## src/rtl/prog_loader.sv

```systemverilog
// Byte-stream program loader: assembles big-endian 16-bit words, writes them to program memory,
// and verifies an 8-bit additive checksum. One write cycle follows each completed word.
module prog_loader #(
  parameter int ADDR_WIDTH = 10,
  parameter int BASE_ADDR  = 0
) (
  input  logic                  clk,
  input  logic                  reset,
  input  logic                  start,
  input  logic [7:0]            in_data,
  input  logic                  in_valid,
  output logic                  in_ready,
  output logic                  we,
  output logic [ADDR_WIDTH-1:0] wa,
  output logic [15:0]           wd,
  output logic                  busy,
  output logic                  done,
  output logic                  err,
  output logic [ADDR_WIDTH:0]   words_loaded
);

  typedef enum logic [2:0] {
    S_IDLE, S_HDR_HI, S_HDR_LO, S_DAT_HI, S_DAT_LO, S_WRITE, S_CHK, S_DONE
  } state_t;

  localparam logic [ADDR_WIDTH:0]   MAX_N = {1'b1, {ADDR_WIDTH{1'b0}}};
  localparam logic [ADDR_WIDTH:0]   ONE_N = {{ADDR_WIDTH{1'b0}}, 1'b1};
  localparam logic [ADDR_WIDTH-1:0] BASE  = ADDR_WIDTH'(BASE_ADDR);
  localparam logic [ADDR_WIDTH-1:0] ONE_A = {{(ADDR_WIDTH-1){1'b0}}, 1'b1};

  state_t                r_state;
  state_t                w_next;
  logic [7:0]            r_cnt_hi;
  logic [7:0]            r_hi;
  logic [7:0]            r_sum;
  logic [ADDR_WIDTH:0]   r_n;
  logic [ADDR_WIDTH-1:0] r_idx;
  logic [ADDR_WIDTH:0]   r_words;
  logic                  r_err;
  logic [ADDR_WIDTH-1:0] r_wa;
  logic [15:0]           r_wd;

  logic                  w_accept;
  logic [15:0]           w_hdr;
  logic [ADDR_WIDTH:0]   w_clamp;
  logic                  w_last;

  assign w_accept = in_valid && in_ready;
  assign w_hdr    = {r_cnt_hi, in_data};
  // Counts beyond the memory depth load the full memory once.
  assign w_clamp  = ({16'h0000, w_hdr} > 32'(MAX_N)) ? MAX_N : (ADDR_WIDTH+1)'(w_hdr);
  assign w_last   = (({1'b0, r_idx} + ONE_N) == r_n);

  always_ff @(posedge clk or posedge reset) begin
    if (reset) begin
      r_state <= S_IDLE;
    end else begin
      r_state <= w_next;
    end
  end

  always_comb begin
    w_next = r_state;
    case (r_state)
      S_IDLE:   if (start)    w_next = S_HDR_HI;
      S_HDR_HI: if (w_accept) w_next = S_HDR_LO;
      S_HDR_LO: if (w_accept) w_next = (w_clamp == '0) ? S_CHK : S_DAT_HI;
      S_DAT_HI: if (w_accept) w_next = S_DAT_LO;
      S_DAT_LO: if (w_accept) w_next = S_WRITE;
      S_WRITE:  w_next = w_last ? S_CHK : S_DAT_HI;
      S_CHK:    if (w_accept) w_next = S_DONE;
      S_DONE:   w_next = S_IDLE;
      default:  w_next = S_IDLE;
    endcase
  end

  always_comb begin
    in_ready = 1'b0;
    we       = 1'b0;
    busy     = 1'b0;
    done     = 1'b0;
    case (r_state)
      S_HDR_HI, S_HDR_LO, S_DAT_HI, S_DAT_LO, S_CHK: begin
        in_ready = 1'b1;
        busy     = 1'b1;
      end
      S_WRITE: begin
        we   = 1'b1;
        busy = 1'b1;
      end
      S_DONE:  done = 1'b1;
      default: ;
    endcase
  end

  always_ff @(posedge clk or posedge reset) begin
    if (reset) begin
      r_cnt_hi <= '0;
      r_hi     <= '0;
      r_sum    <= '0;
      r_n      <= '0;
      r_idx    <= '0;
      r_words  <= '0;
      r_err    <= 1'b0;
      r_wa     <= '0;
      r_wd     <= '0;
    end else begin
      case (r_state)
        S_IDLE: if (start) begin
          r_err   <= 1'b0;
          r_words <= '0;
          r_sum   <= '0;
          r_idx   <= '0;
        end
        S_HDR_HI: if (w_accept) begin
          r_cnt_hi <= in_data;
          r_sum    <= r_sum + in_data;
        end
        S_HDR_LO: if (w_accept) begin
          r_n   <= w_clamp;
          r_sum <= r_sum + in_data;
        end
        S_DAT_HI: if (w_accept) begin
          r_hi  <= in_data;
          r_sum <= r_sum + in_data;
        end
        // Address and data are registered here so they are stable for the whole write cycle.
        S_DAT_LO: if (w_accept) begin
          r_wd  <= {r_hi, in_data};
          r_wa  <= BASE + r_idx;
          r_sum <= r_sum + in_data;
        end
        S_WRITE: begin
          r_idx   <= r_idx + ONE_A;
          r_words <= r_words + ONE_N;
        end
        S_CHK: if (w_accept) r_err <= (in_data != r_sum);
        default: ;
      endcase
    end
  end

  assign wa           = r_wa;
  assign wd           = r_wd;
  assign err          = r_err;
  assign words_loaded = r_words;

endmodule

```

## config.mk

```make
export PLATFORM = sky130hd
export DESIGN_NAME = prog_loader
export DESIGN_NICKNAME = d
export VERILOG_FILES = /design/src/rtl/prog_loader.sv
export SDC_FILE = /design/constraint.sdc
export NUM_CORES = 1
export LEC_CHECK = 0
export CAP_MARGIN = 20
export CORE_ASPECT_RATIO = 1.2
export CORE_MARGIN = 2
export CORE_UTILIZATION = 41
export CTS_CLUSTER_DIAMETER = 100
export DETAILED_ROUTE_END_ITERATION = 6
export HOLD_SLACK_MARGIN = 0.05
export PLACE_DENSITY_LB_ADDON = 0.08
export SLEW_MARGIN = 10
export SYNTH_ARGS = -nofsm -noshare
export SYNTH_HDL_FRONTEND = slang
export SYNTH_SLANG_ARGS = --single-unit
export TNS_END_PERCENT = 1
```

## constraint.sdc

```tcl
create_clock -name clk -period 3.3 [get_ports clk]
set_clock_uncertainty 0.15 [all_clocks]
set_input_delay 0.66 -clock clk [delete_from_list [all_inputs] [get_ports clk]]
set_output_delay 0.66 -clock clk [all_outputs]
set_load 0.02 [all_outputs]
```

## Word level (Yosys, flattened, before mapping)

Cells that the tools add are included.

- Register bits: 86
- Input bits: 12

- $add $sub $neg: 4
- Magnitude comparators: 1
- Equality and inequality tests: 16
- Mux-type cells: 24
- Reductions and logical operators: 17

Operator list:

| operator | count |
|---|---|
| $mux W3 | 8 |
| $pmux W3 S8 | 1 |
| $mux W11 | 2 |
| $pmux W11 S2 | 1 |
| $pmux W10 S2 | 1 |
| $gt A16 B11 Y1 const B | 1 |
| $mux W8 | 2 |
| $pmux W8 S2 | 1 |
| $eq A3 B3 Y1 const B | 4 |
| $ne A2 B2 Y1 const B | 6 |
| $add A10 B1 Y11 const B | 1 |
| $add A11 B1 Y11 const B | 1 |
| $eq A11 B11 Y1 | 1 |
| $logic_not A11 Y1 | 1 |
| $add A10 B1 Y10 const B | 1 |
| $mux W10 | 1 |
| $reduce_and A2 Y1 | 5 |
| $add A8 B8 Y8 | 1 |
| $ne A8 B8 Y1 | 1 |
| $eq A3 B2 Y1 const B | 2 |
| $mux W1 | 6 |
| $reduce_and A3 Y1 | 2 |
| $reduce_and A6 Y1 | 1 |
| $reduce_bool A2 Y1 | 3 |
| other kinds (8) | 8 |

## Longest topological paths before layout

- Word-level depth: 6
- Mapped depth: 9

## Worst setup path after synthesis

Ideal clock, no wire load.

- Path kind: input to register
- Start: in in_data[1]
- End: reg r_sum[7]
- Library setup time: 0.126 ns
- Arrival: 2.358 ns
- Path slack: 0.666 ns
- Stages on the path: 7
- Buffers on the path: 0
- Path through: ha_1 > a21oi_1 > o21ai_0 > a2111o_1 > and3_1 > or2_2 > a311o_1

- Word-level cells in the longest chain between the ends: 3

Ends and longest elaborated chain:

| what | line | RTL |
|---|---|---|
| start, declared | 10 | `input logic [7:0] in_data,` |
| $add A8 B8 Y8 | -- |  |
| $mux W8 | -- |  |
| $pmux W8 S2 | 108 | `case (r_state)` |
| end signal, assigned | 117 | `r_sum <= r_sum + in_data;` |
| end signal, assigned | 121 | `r_sum <= r_sum + in_data;` |
| end signal, assigned | 125 | `r_sum <= r_sum + in_data;` |
| end, declared | 35 | `logic [7:0] r_sum;` |

No other way between the ends. The select of a mux whose other input is x is not followed.
A chain may end at the register's enable or synchronous reset.

## Worst setup path after layout

- Start: reg r_state[0]
- End: out we

- Word-level cells in the longest chain between the ends: 2

Ends and longest elaborated chain:

| what | line | RTL |
|---|---|---|
| start, declared | 31 | `state_t r_state;` |
| start signal, assigned | 58 | `r_state <= w_next;` |
| $eq A3 B3 Y1 | 82 | `case (r_state)` |
| $mux W1 | 82 |  |
| end, declared | 13 | `output logic we,` |

No other way between the ends.

==> impl_metrics.ini <==
[status]
status = completed

[worst_setup_path]
critPathCaptureType = primary output
worstSetupPathType = reg2out
start_kind = flop
critPathArrivalTime_ns = 2.10
reg2reg_to = r_state[0]$_DFFE_PP0P_
rrSetupSlack_ns = 0.69
worstPathMaxFanout = 12
crit_end = we
r2r_start = r_idx[0]$_DFFE_PP0P_
critical_path_required_ns = 2.49
worstSetupStartpoint = r_state[0]$_DFFE_PP0P_
ff2ff_path_depth = 6

[cts]
cts_buffer_depth = 2
cts-root-buf = clkbuf_16
htreeDepth = 3
cts_num_sinks = 86
ctsHoldBuffers = 0
cts_tree = yes
cts.clk_slew.worst_paths_ns = 0.06
post_cts_buffers = 0
ctsResizeCount = 0
clock_latency_ns = 0.34
cts_made_buffers = 9

[synthesis]
syn_nets = 414
synthArstFlopShare = 1.00
synth-edff-count = 0
dominantRegCellSynth = dfrtp_1
netlist_instances = 392
syn_area_um2 = 4230
ys_seq_area_frac = 0.509
ys_types = 48
synth.avg_cell_area_um2 = 10.8
yosysWarnings = 0
ys_seq_elements = 86

[worst_hold_path]
hold_path_class = reg2reg

[route]
vias_per_cell = 5.41
vias = 3183
drtIter0Drc = 79
drc = 0
ant_nets = 0
dr.pass1.iters = 5
wl_per_cell_um = 16.8
wl_um = 9900

[timing]
slew_headroom = 0.499
fin_tns_setup_ns = 0
rsz0062_at_grt = false
period_minus_slack_ns = 2.91
max_freq_ghz = 0.344
final-max-slew-violation-count = 0
period_share = 0.882
post-route-worst-setup-slack_ns = 0.390
worst_pin_slew_ns = 0.751
timing.final.hold_violations = 0
setup_viol = 0

[cells_and_area]
final_area_um2 = 5360
finalNetCount = 480
syn2layout_area_growth_pct = 26.8
drive_above_1_share = 0.186
diodes = 0
final_cells = 588
utilization = 0.536

[placed_design]
place_hpwl_um = 7110
port_buffers = 53
dp_slack_ns = 0.0829
dpl_cell_area_um2 = 5020
place_inst = 573
globalplace.congestion = 0.862

[run]
max-cap-violations = 0

[die]
die_area_um2 = 11100
rows = 40
initial_core_util = 0.422
io_pins = 54
coreArea_um2 = 10000
die_w_um = 96.7
die_h_um = 115

[grt]
grt_pass1_wl_um = 16600
grt_overflow = 0
grt_usage = 0.188
antenna_found_initial = 0
grt_pass1_vias = 3212
grt_max_degree = 40

[power_and_ir_drop]
power_density_nw_per_um2 = 919
cellLeakagePower_nw = 2.28
peakVddDrop_v = 0.000415
synth_stat cells (4+ instances only):
cell type	n	area share
o31ai_1	8	0.014
nor2_1	24	0.021
inv_1	9	0.0080
a22o_1	10	0.021
clkbuf_1	14	0.012
or3_1	4	0.0059
xor2_1	6	0.012
nor3_1	6	0.0071
dfrtp_1	86	0.51
nor4_1	4	0.0059
nand3_1	19	0.022
nand2_1	37	0.033
nand2b_1	5	0.0074
xnor2_1	12	0.025
mux2_2	43	0.11
a21oi_1	10	0.012
and3_1	4	0.0059
ha_1	9	0.027
nand4_1	6	0.0089
o21ai_0	33	0.039
power by group:
part,internal (mW),switching [mW],leakage [nW]
Clock,0.755,0.402,0.166
Sequential,1.45,0.335,1.10
Combinational,0.999,0.981,1.01
Total,3.21,1.72,2.28
layer usage:
| metal | track usage | vias up | wire length [µm] |
|---|---|---|---|
| li1 | - | 1554 | - |
| met1 | 0.228 | 1548 | 4310 |
| met2 | 0.327 | 70 | 5110 |
| met3 | 0.0492 | 11 | 381 |
| met4 | 0.0676 | 0 | 97 |
| met5 | 0 | - | 0 |
metrics by stage:
step | total power, mW | hold slack, ns
final | 4.92 | 0.334
after floorplan | 3.04 | 0.303
after global routing | 5.27 | 0.349
after CTS | 4.99 | 0.338
after global placement | 3.77 | 0.313
after detailed placement | 3.80 | 0.324
registers in the layout, indices dropped and copies added, names as in the netlist:
| signal | flops |
|---|---|
| r_hi | 8 |
| words_loaded | 11 |
| r_n | 11 |
| r_sum | 8 |
| err | 1 |
| wd | 16 |
| r_state | 3 |
| r_idx | 10 |
| r_cnt_hi | 8 |
| wa | 10 |
how the worst min path moves through the flow:
stage,slack [ns],cells after the start,startpoint,endpoint
final,0.33,2,r_sum[5]$_DFFE_PP0P_,r_sum[5]$_DFFE_PP0P_
after floorplan,0.30,2,r_sum[2]$_DFFE_PP0P_,r_sum[2]$_DFFE_PP0P_
after global routing,0.35,1,words_loaded[10]$_DFFE_PP0P_,words_loaded[10]$_DFFE_PP0P_
after global placement,0.31,1,words_loaded[10]$_DFFE_PP0P_,words_loaded[10]$_DFFE_PP0P_
after detailed placement,0.32,2,r_sum[5]$_DFFE_PP0P_,r_sum[5]$_DFFE_PP0P_
after CTS,0.34,2,r_sum[6]$_DFFE_PP0P_,r_sum[6]$_DFFE_PP0P_
critical path, stage by stage (launching register included):
cell and delay (ns):
dfrtp_1 0.60, inv_1 0.18, nor2_1 0.15, nand2_1 0.10, inv_1 0.12, clkdlybuf4s50_1 0.61
final cells by class:
| cell class | count | area, µm² |
|---|---|---|
| repair buffers | 73 | 706 |
| flip-flops and latches | 86 | 2150 |
| inverters | 9 | 35.0 |
| multi-input cells | 279 | 1970 |
| fillers | 901 | 4650 |
| clock inverters | 4 | 95.1 |
| clock buffers | 11 | 243 |
| well taps | 126 | 158 |
logic make-up after synthesis:
kind of cell	Yosys count	share of synthesized area
compound gates	82	0.129
flops	86	0.509
simple gates	123	0.146
buf+inv	27	0.0260
mux	46	0.122
fa+ha+maj	10	0.0314
xor+xnor	18	0.0373
cells in the final DEF, fill, tap and decap left out, drive strengths merged, types with 8 or more instances in the layout:
cell / count
dfrtp: 86
clkdlybuf4s50: 53
mux2: 43
nand2: 37
o21ai: 33
nor2: 24
nand3: 20
buf: 20
xnor2: 12
clkbuf: 11
a21oi: 10
a22o: 10
ha: 9
inv: 8
o31ai: 8
nor3: 8
No activity file was read; power rests on OpenSTA's default activity.
